File: config.mk
export PLATFORM = sky130hd
export DESIGN_NAME = project_select_ctrl
export DESIGN_NICKNAME = d
export VERILOG_FILES = /design/src/rtl/project_select_pkg.sv /design/src/rtl/cfg_pin_debounce.sv /design/src/rtl/project_select_ctrl.sv
export SDC_FILE = /design/constraint.sdc
export NUM_CORES = 1
export LEC_CHECK = 0
export ABC_AREA = 1
export BUFFER_PORTS_ARGS = -buffer_cell sky130_fd_sc_hd__buf_2
export CAP_MARGIN = 20
export CORE_MARGIN = 1
export CORE_UTILIZATION = 44
export CTS_CLUSTER_SIZE = 30
export DETAILED_ROUTE_END_ITERATION = 16
export GPL_TIMING_DRIVEN = 0
export PLACE_DENSITY_LB_ADDON = 0.15
export SKIP_LAST_GASP = 1
export SLEW_MARGIN = 20
export SYNTH_ARGS = -nofsm -noshare
export SYNTH_HDL_FRONTEND = slang
export SYNTH_SLANG_ARGS = --single-unit
File: constraint.sdc
create_clock -name wb_clk_i -period 1.85 [get_ports wb_clk_i]
set_input_delay 0.2775 -clock wb_clk_i [delete_from_list [all_inputs] [get_ports wb_clk_i]]
set_output_delay 0.2775 -clock wb_clk_i [all_outputs]
set_load 0.05 [all_outputs]
File: src/rtl/project_select_pkg.sv
// Shared types and register layout for the project select controller.
package project_select_pkg;

  typedef enum logic [1:0] {
    IDLE   = 2'd0,
    DRAIN  = 2'd1,
    SWAP   = 2'd2,
    RESUME = 2'd3
  } sel_state_t;

  // Bit positions inside the control/status register
  localparam int SEL_LSB  = 0;
  localparam int SRC_BIT  = 8;
  localparam int BUSY_BIT = 16;
  localparam int ACT_LSB  = 24;
  localparam int ERR_BIT  = 30;
  localparam int DONE_BIT = 31;

endpackage

File: src/rtl/cfg_pin_debounce.sv
// Synchroniser plus stability counter for the raw select pins.
module cfg_pin_debounce #(
  parameter int WIDTH           = 2,
  parameter int SYNC_STAGES     = 2,
  parameter int DEBOUNCE_CYCLES = 16
) (
  input  logic             clk,
  input  logic             rst,
  input  logic [WIDTH-1:0] in,
  output logic [WIDTH-1:0] stable_o
);

  localparam int CNT_W = $clog2(DEBOUNCE_CYCLES + 1);

  logic [WIDTH-1:0] sync_q [SYNC_STAGES];
  logic [WIDTH-1:0] synced;
  logic [WIDTH-1:0] cand;
  logic [CNT_W-1:0] cnt;

  assign synced = sync_q[SYNC_STAGES-1];

  // cnt holds how many cycles synced has matched cand; any change restarts it at 1
  always_ff @(posedge clk) begin
    if (rst) begin
      for (int i = 0; i < SYNC_STAGES; i++) sync_q[i] <= '0;
      cand     <= '0;
      cnt      <= '0;
      stable_o <= '0;
    end else begin
      sync_q[0] <= in;
      for (int i = 1; i < SYNC_STAGES; i++) sync_q[i] <= sync_q[i-1];
      if (synced != cand) begin
        cand <= synced;
        cnt  <= CNT_W'(1);
      end else if (cand != stable_o) begin
        if (cnt >= CNT_W'(DEBOUNCE_CYCLES - 1)) stable_o <= cand;
        else                                     cnt      <= cnt + CNT_W'(1);
      end
    end
  end

endmodule

File: src/rtl/project_select_ctrl.sv
// Active-project select with sequenced switching: drain, swap, resume.
module project_select_ctrl
  import project_select_pkg::*;
#(
  parameter int          USER_PROJECTS   = 4,
  parameter int          CFG_BITS        = 2,
  parameter logic [31:0] CFG_ADDRESS     = 32'h300FFFFC,
  parameter int          SYNC_STAGES     = 2,
  parameter int          DEBOUNCE_CYCLES = 16,
  parameter int          QUIET_CYCLES    = 8
) (
  input  logic                     wb_clk_i,
  input  logic                     wb_rst_i,
  input  logic                     wbs_stb_i,
  input  logic                     wbs_cyc_i,
  input  logic                     wbs_we_i,
  input  logic [3:0]               wbs_sel_i,
  input  logic [31:0]              wbs_dat_i,
  input  logic [31:0]              wbs_adr_i,
  output logic                     wbs_ack_o,
  output logic [31:0]              wbs_dat_o,
  input  logic [CFG_BITS-1:0]      cfg_pins_i,
  output logic [CFG_BITS-1:0]      active_sel_o,
  output logic [USER_PROJECTS-1:0] proj_rst_o,
  output logic                     outputs_quiet_o,
  output logic                     switch_busy_o,
  output logic                     irq_o
);

  localparam int QW = $clog2(QUIET_CYCLES + 1);

  sel_state_t                state, state_nxt;
  logic [QW-1:0]             qcnt, qcnt_nxt;
  logic [CFG_BITS-1:0]       target, target_nxt, active_nxt;
  logic [CFG_BITS-1:0]       sw_sel, pin_sel, req;
  logic                      src, done, err, req_valid, irq_nxt;
  logic [USER_PROJECTS-1:0]  proj_rst_nxt;
  logic                      wb_hit, wb_wr;
  logic [31:0]               reg_rd;
  logic                      unused_bits;

  cfg_pin_debounce #(
    .WIDTH           (CFG_BITS),
    .SYNC_STAGES     (SYNC_STAGES),
    .DEBOUNCE_CYCLES (DEBOUNCE_CYCLES)
  ) u_debounce (
    .clk      (wb_clk_i),
    .rst      (wb_rst_i),
    .in       (cfg_pins_i),
    .stable_o (pin_sel)
  );

  assign req       = src ? sw_sel : pin_sel;
  assign req_valid = 32'(req) < 32'(USER_PROJECTS);

  // Handshake: a request is stb&cyc at CFG_ADDRESS; ack rises the next cycle for exactly
  // one cycle (masking with ack forces a gap), and read data is valid only while ack is 1.
  assign wb_hit = wbs_stb_i & wbs_cyc_i & (wbs_adr_i == CFG_ADDRESS) & ~wbs_ack_o;
  assign wb_wr  = wb_hit & wbs_we_i;

  assign unused_bits = ^{wbs_dat_i, wbs_sel_i[1]};

  always_comb begin
    reg_rd                       = '0;
    reg_rd[SEL_LSB +: CFG_BITS]  = sw_sel;
    reg_rd[SRC_BIT]              = src;
    reg_rd[BUSY_BIT]             = switch_busy_o;
    reg_rd[ACT_LSB +: CFG_BITS]  = active_sel_o;
    reg_rd[ERR_BIT]              = err;
    reg_rd[DONE_BIT]             = done;
  end

  always_comb begin
    state_nxt  = state;
    qcnt_nxt   = qcnt;
    target_nxt = target;
    active_nxt = active_sel_o;
    irq_nxt    = 1'b0;
    case (state)
      IDLE: begin
        if (req_valid && (req != active_sel_o)) begin
          target_nxt = req;
          qcnt_nxt   = '0;
          state_nxt  = DRAIN;
        end
      end
      DRAIN: begin
        if (qcnt == QW'(QUIET_CYCLES - 1)) begin
          qcnt_nxt  = '0;
          state_nxt = SWAP;
        end else begin
          qcnt_nxt = qcnt + QW'(1);
        end
      end
      SWAP: begin
        active_nxt = target;
        qcnt_nxt   = '0;
        state_nxt  = RESUME;
      end
      RESUME: begin
        if (qcnt == QW'(QUIET_CYCLES - 1)) begin
          irq_nxt   = 1'b1;
          state_nxt = IDLE;
        end else begin
          qcnt_nxt = qcnt + QW'(1);
        end
      end
      default: state_nxt = IDLE;
    endcase
    // Outputs are derived from the next state so they register in step with it
    if ((state_nxt == DRAIN) || (state_nxt == SWAP)) proj_rst_nxt = '1;
    else proj_rst_nxt = ~(USER_PROJECTS'(1) << active_nxt);
  end

  always_ff @(posedge wb_clk_i) begin
    if (wb_rst_i) begin
      state           <= IDLE;
      qcnt            <= '0;
      target          <= '0;
      active_sel_o    <= '0;
      proj_rst_o      <= '1;
      outputs_quiet_o <= 1'b0;
      switch_busy_o   <= 1'b0;
      irq_o           <= 1'b0;
      sw_sel          <= '0;
      src             <= 1'b0;
      done            <= 1'b0;
      err             <= 1'b0;
      wbs_ack_o       <= 1'b0;
      wbs_dat_o       <= '0;
    end else begin
      state           <= state_nxt;
      qcnt            <= qcnt_nxt;
      target          <= target_nxt;
      active_sel_o    <= active_nxt;
      proj_rst_o      <= proj_rst_nxt;
      outputs_quiet_o <= (state_nxt != IDLE);
      switch_busy_o   <= (state_nxt != IDLE);
      irq_o           <= irq_nxt;
      wbs_ack_o       <= wb_hit;
      wbs_dat_o       <= wb_hit ? reg_rd : '0;
      if (wb_wr && wbs_sel_i[0]) sw_sel <= wbs_dat_i[SEL_LSB +: CFG_BITS];
      if (wb_wr && wbs_sel_i[2]) src    <= wbs_dat_i[SRC_BIT];
      // Hardware set beats a same-cycle W1C clear
      if (!req_valid)                                       err <= 1'b1;
      else if (wb_wr && wbs_sel_i[3] && wbs_dat_i[ERR_BIT]) err <= 1'b0;
      if (irq_nxt)                                           done <= 1'b1;
      else if (wb_wr && wbs_sel_i[3] && wbs_dat_i[DONE_BIT]) done <= 1'b0;
    end
  end

endmodule

==> results.yml <==
outcome:
  status: "finished clean"
final_layout:
  antenna_cells: 0
  mostFrequentLayoutCells: "62 x buf_2, 54 x nand2_1, 51 x nor2_1, 39 x inv_1, 39 x dfxtp_1"
  finalNetCount: 456
  layout_commonest_cell: "buf_2"
  fillCellCount: 418
  drive_gt1_share_pct: 30.2
  area_growth_pct: 29.8
placed_design:
  dp_slack_ps: 39.0
  place_hpwl_um: 3050
  port_buffers: 62
  place_congestion: 0.812
timing:
  fin_crit_sh_pct: 88.7
  rsz0062_at_grt: "no"
  tightest_slew_ps: 575
  fmax_mhz: 609
  setup_viol: 0
  worst_slack_ps: 209
  finClkSkew_ps: 5.43
  fin_tns_setup_ps: 0
  max-slew-margin-rel_pct: 61.7
  finalCriticalPeriod_ps: 1640
  timing_hold_violations_final: 0
  finalMaxSlewViolations: 0
synthesis:
  yosys.area_share.adder_pct: 2.48
  synth_area_sq_um: 2020
  synth_top_cell_by_area: "dfxtp_1"
  synthTopCellsByArea: "dfxtp_1 41%, nand2_1 10%, buf_4 9.7%"
  synth_xor_area_share_pct: 0.868
  synth_top_family_by_area: "simple AND/OR/NAND/NOR gates"
  synth_mux_area_share_pct: 0
  yosysUniqueCellTypes: 28
  postSynthCellCount: 284
  synth_compound_area_share_pct: 6.70
  synth-simple-area-share_pct: 31.2
  ys_ff_latch: 41
  yosysTopAreaCellShare_pct: 40.7
  avgSynthCellArea_sq_um: 7.10
  ys_warn_count: 0
  seq_area_frac_synth_pct: 40.7
pwr:
  power_frac_comb_pct: 14.1
  p_leak_nw: 1.38
  seq_power_share_pct: 49.0
  power.switching_w: 0.000461
  power.density_nw_per_um2: 701
  irDropWorstVdd_v: 0.000458
  p_sw_share_pct: 25.2
  power.share.clock_pct: 36.9
  internal_power_w: 0.00137
clocking:
  cts.sinks: 41
  insertion_delay_ps: 290
  cts_made_buffers: 5
  postCtsHoldBufs: 0
  clk_pin_slew_ps: 70
  clockRootBuffer: "clkbuf_8"
  cts_tree: "built"
  htreeDepth: 2
  clockBufferDepth: 2
worst_setup_path:
  critPathArrivalTime_ps: 1790
  critical_path_class: "reg2reg"
  path_max_fanout: 5
  path_buf_inv: 3
  cpMaxStageDelayCell: "dfxtp_2"
  critPathTopFamily: "simple AND/OR/NAND/NOR gates"
  critPathRequiredTime_ps: 2000
  cp_slowest_stage_delay_ps: 360
  crit_chain: "ha_1 -> nand2_1 -> inv_1 -> nand2_2 -> nor2_1 -> inv_1 -> nand2_1 -> nand2_1 -> inv_2 -> ha_4 -> nor2_4 -> nand3_1"
  crit_top_cell: "nand2_1"
  start_kind: "register"
  end_kind: "register"
route:
  wl_per_cell_um: 8.82
  vias_per_cell: 4.39
  drc_errors: 0
  dr.pass1.iters: 4
  vias: 1882
  finalWirelength_um: 3780
  drtIter0Drc: 72
  ant_nets: 0
floorplan:
  design.core.area_sq_um: 4380
  start_util_pct: 46.0
  fp-row-count: 24
  die_area_sq_um: 4860
  die_y_um: 69.7
  io-pin-count: 117
  dieWidth_um: 69.7
run:
  drv_cap: 0
grt:
  grt_antenna_before_repair: 0
  grt_max_degree: 13
  grt.overflow.total: 0
  track_usage_pct: 16.7
  grt_pass1_vias: 1665
  grt_pass1_wl_um: 6630
worst_hold_path:
  hold_class: "in2reg"
-- cells in the mapped netlist --
cell type	count
nand2_1	55
conb_1	1
nand3_4	1
nand2_4	1
inv_2	2
o21ai_1	2
nand2_2	3
o21a_1	2
nand4_1	7
or2_1	1
nor3_2	1
buf_4	26
nand3_2	2
and3_1	1
xnor2_1	2
clkbuf_1	2
nand3_1	14
a21oi_2	2
nor2_2	1
a21oi_1	7
inv_1	40
o21ai_0	10
nor2_1	52
nand3b_1	1
nor3_1	2
o211ai_1	1
dfxtp_1	41
ha_1	4
-- power by group through the flow --
stage	Combinational, W	Sequential [W]	Clock, W
3_5_place_dp	0.000257	0.000919	0
6_report	0.000258	0.000899	0.000677
5_1_grt	0.000280	0.000900	0.000726
3_3_place_gp	0.000254	0.000919	0
2_1_floorplan	0.000195	0.000922	0
4_1_cts	0.000257	0.000899	0.000692
-- final timing paths --
check                                from                      end  slack (ps)  cells after the start
hold / removal              cfg_pins_i[0]  u_debounce.sync_q[0][0]         190                      3
setup reg to reg                  qcnt[0]            proj_rst_o[0]         210                     12
setup / recovery                  qcnt[0]            proj_rst_o[0]         210                     12
hold reg to reg   u_debounce.sync_q[0][0]  u_debounce.sync_q[0][2]         400                      2
-- sequential cells by signal, summed over array words and instances, names as in the netlist, 4 cells and up --
name               cells
wbs_dat_o              7
u_debounce.cnt         5
proj_rst_o             4
qcnt                   4
u_debounce.sync_q      4
-- per-layer routing --
metal / GRT usage (%) / share of wire (%)
met3: 4.07 / 7.3
met4: 5.33 / 1.2
met2: 29.6 / 45
met5: 0 / 0
met1: 19.7 / 46
-- metrics by stage --
stage / std cells / utilization, % / total power (W) / area, sq um / hold WS [ps]
finish: 429 / 59.7 / 0.00183 / 2620 / 190
global placement: 422 / 56.6 / 0.00117 / 2480 / 389
floorplan: 308 / - / 0.00112 / 2110 / 384
detailed placement: 422 / 56.6 / 0.00118 / 2480 / 396
CTS: 429 / 59.0 / 0.00185 / 2590 / 184
global route: 429 / 59.7 / 0.00191 / 2620 / 190
-- cells by family (layout without fill, tap and decap cells) --
kind of cell | count (synthesis) | after routing
compound gates | 24 | 24
other cells | 1 | 25
fa+ha+maj | 4 | 4
simple gates | 142 | 142
xor+xnor | 2 | 2
buf+inv | 70 | 139
flops | 41 | 41
-- cell type report --
cell class	count	area, sq um	area share, %
Buffer	28	203	7.74
Clock buffer	5	68.8	2.63
Clock inverter	2	35.0	1.34
Inverter	42	158	6.02
Multi-Input combinational cell	197	955	36.5
Sequential cell	41	823	31.5
Tap cell	52	65.1	2.49
Timing Repair Buffer	62	310	11.9
-- what timing repair did --
item	in CTS	in global routing
resized for setup	0	9
buffers inserted	0	0
setup endpoints to repair	0	5
-- worst register-to-register path, stage by stage (launching register included) --
cell	delay, ps
dfxtp_2	360
ha_1	180
nand2_1	60
inv_1	80
nand2_2	80
nor2_1	90
inv_1	50
nand2_1	50
nand2_1	60
inv_2	80
ha_4	200
nor2_4	120
nand3_1	90
No activity file was read; power rests on OpenSTA's default activity.
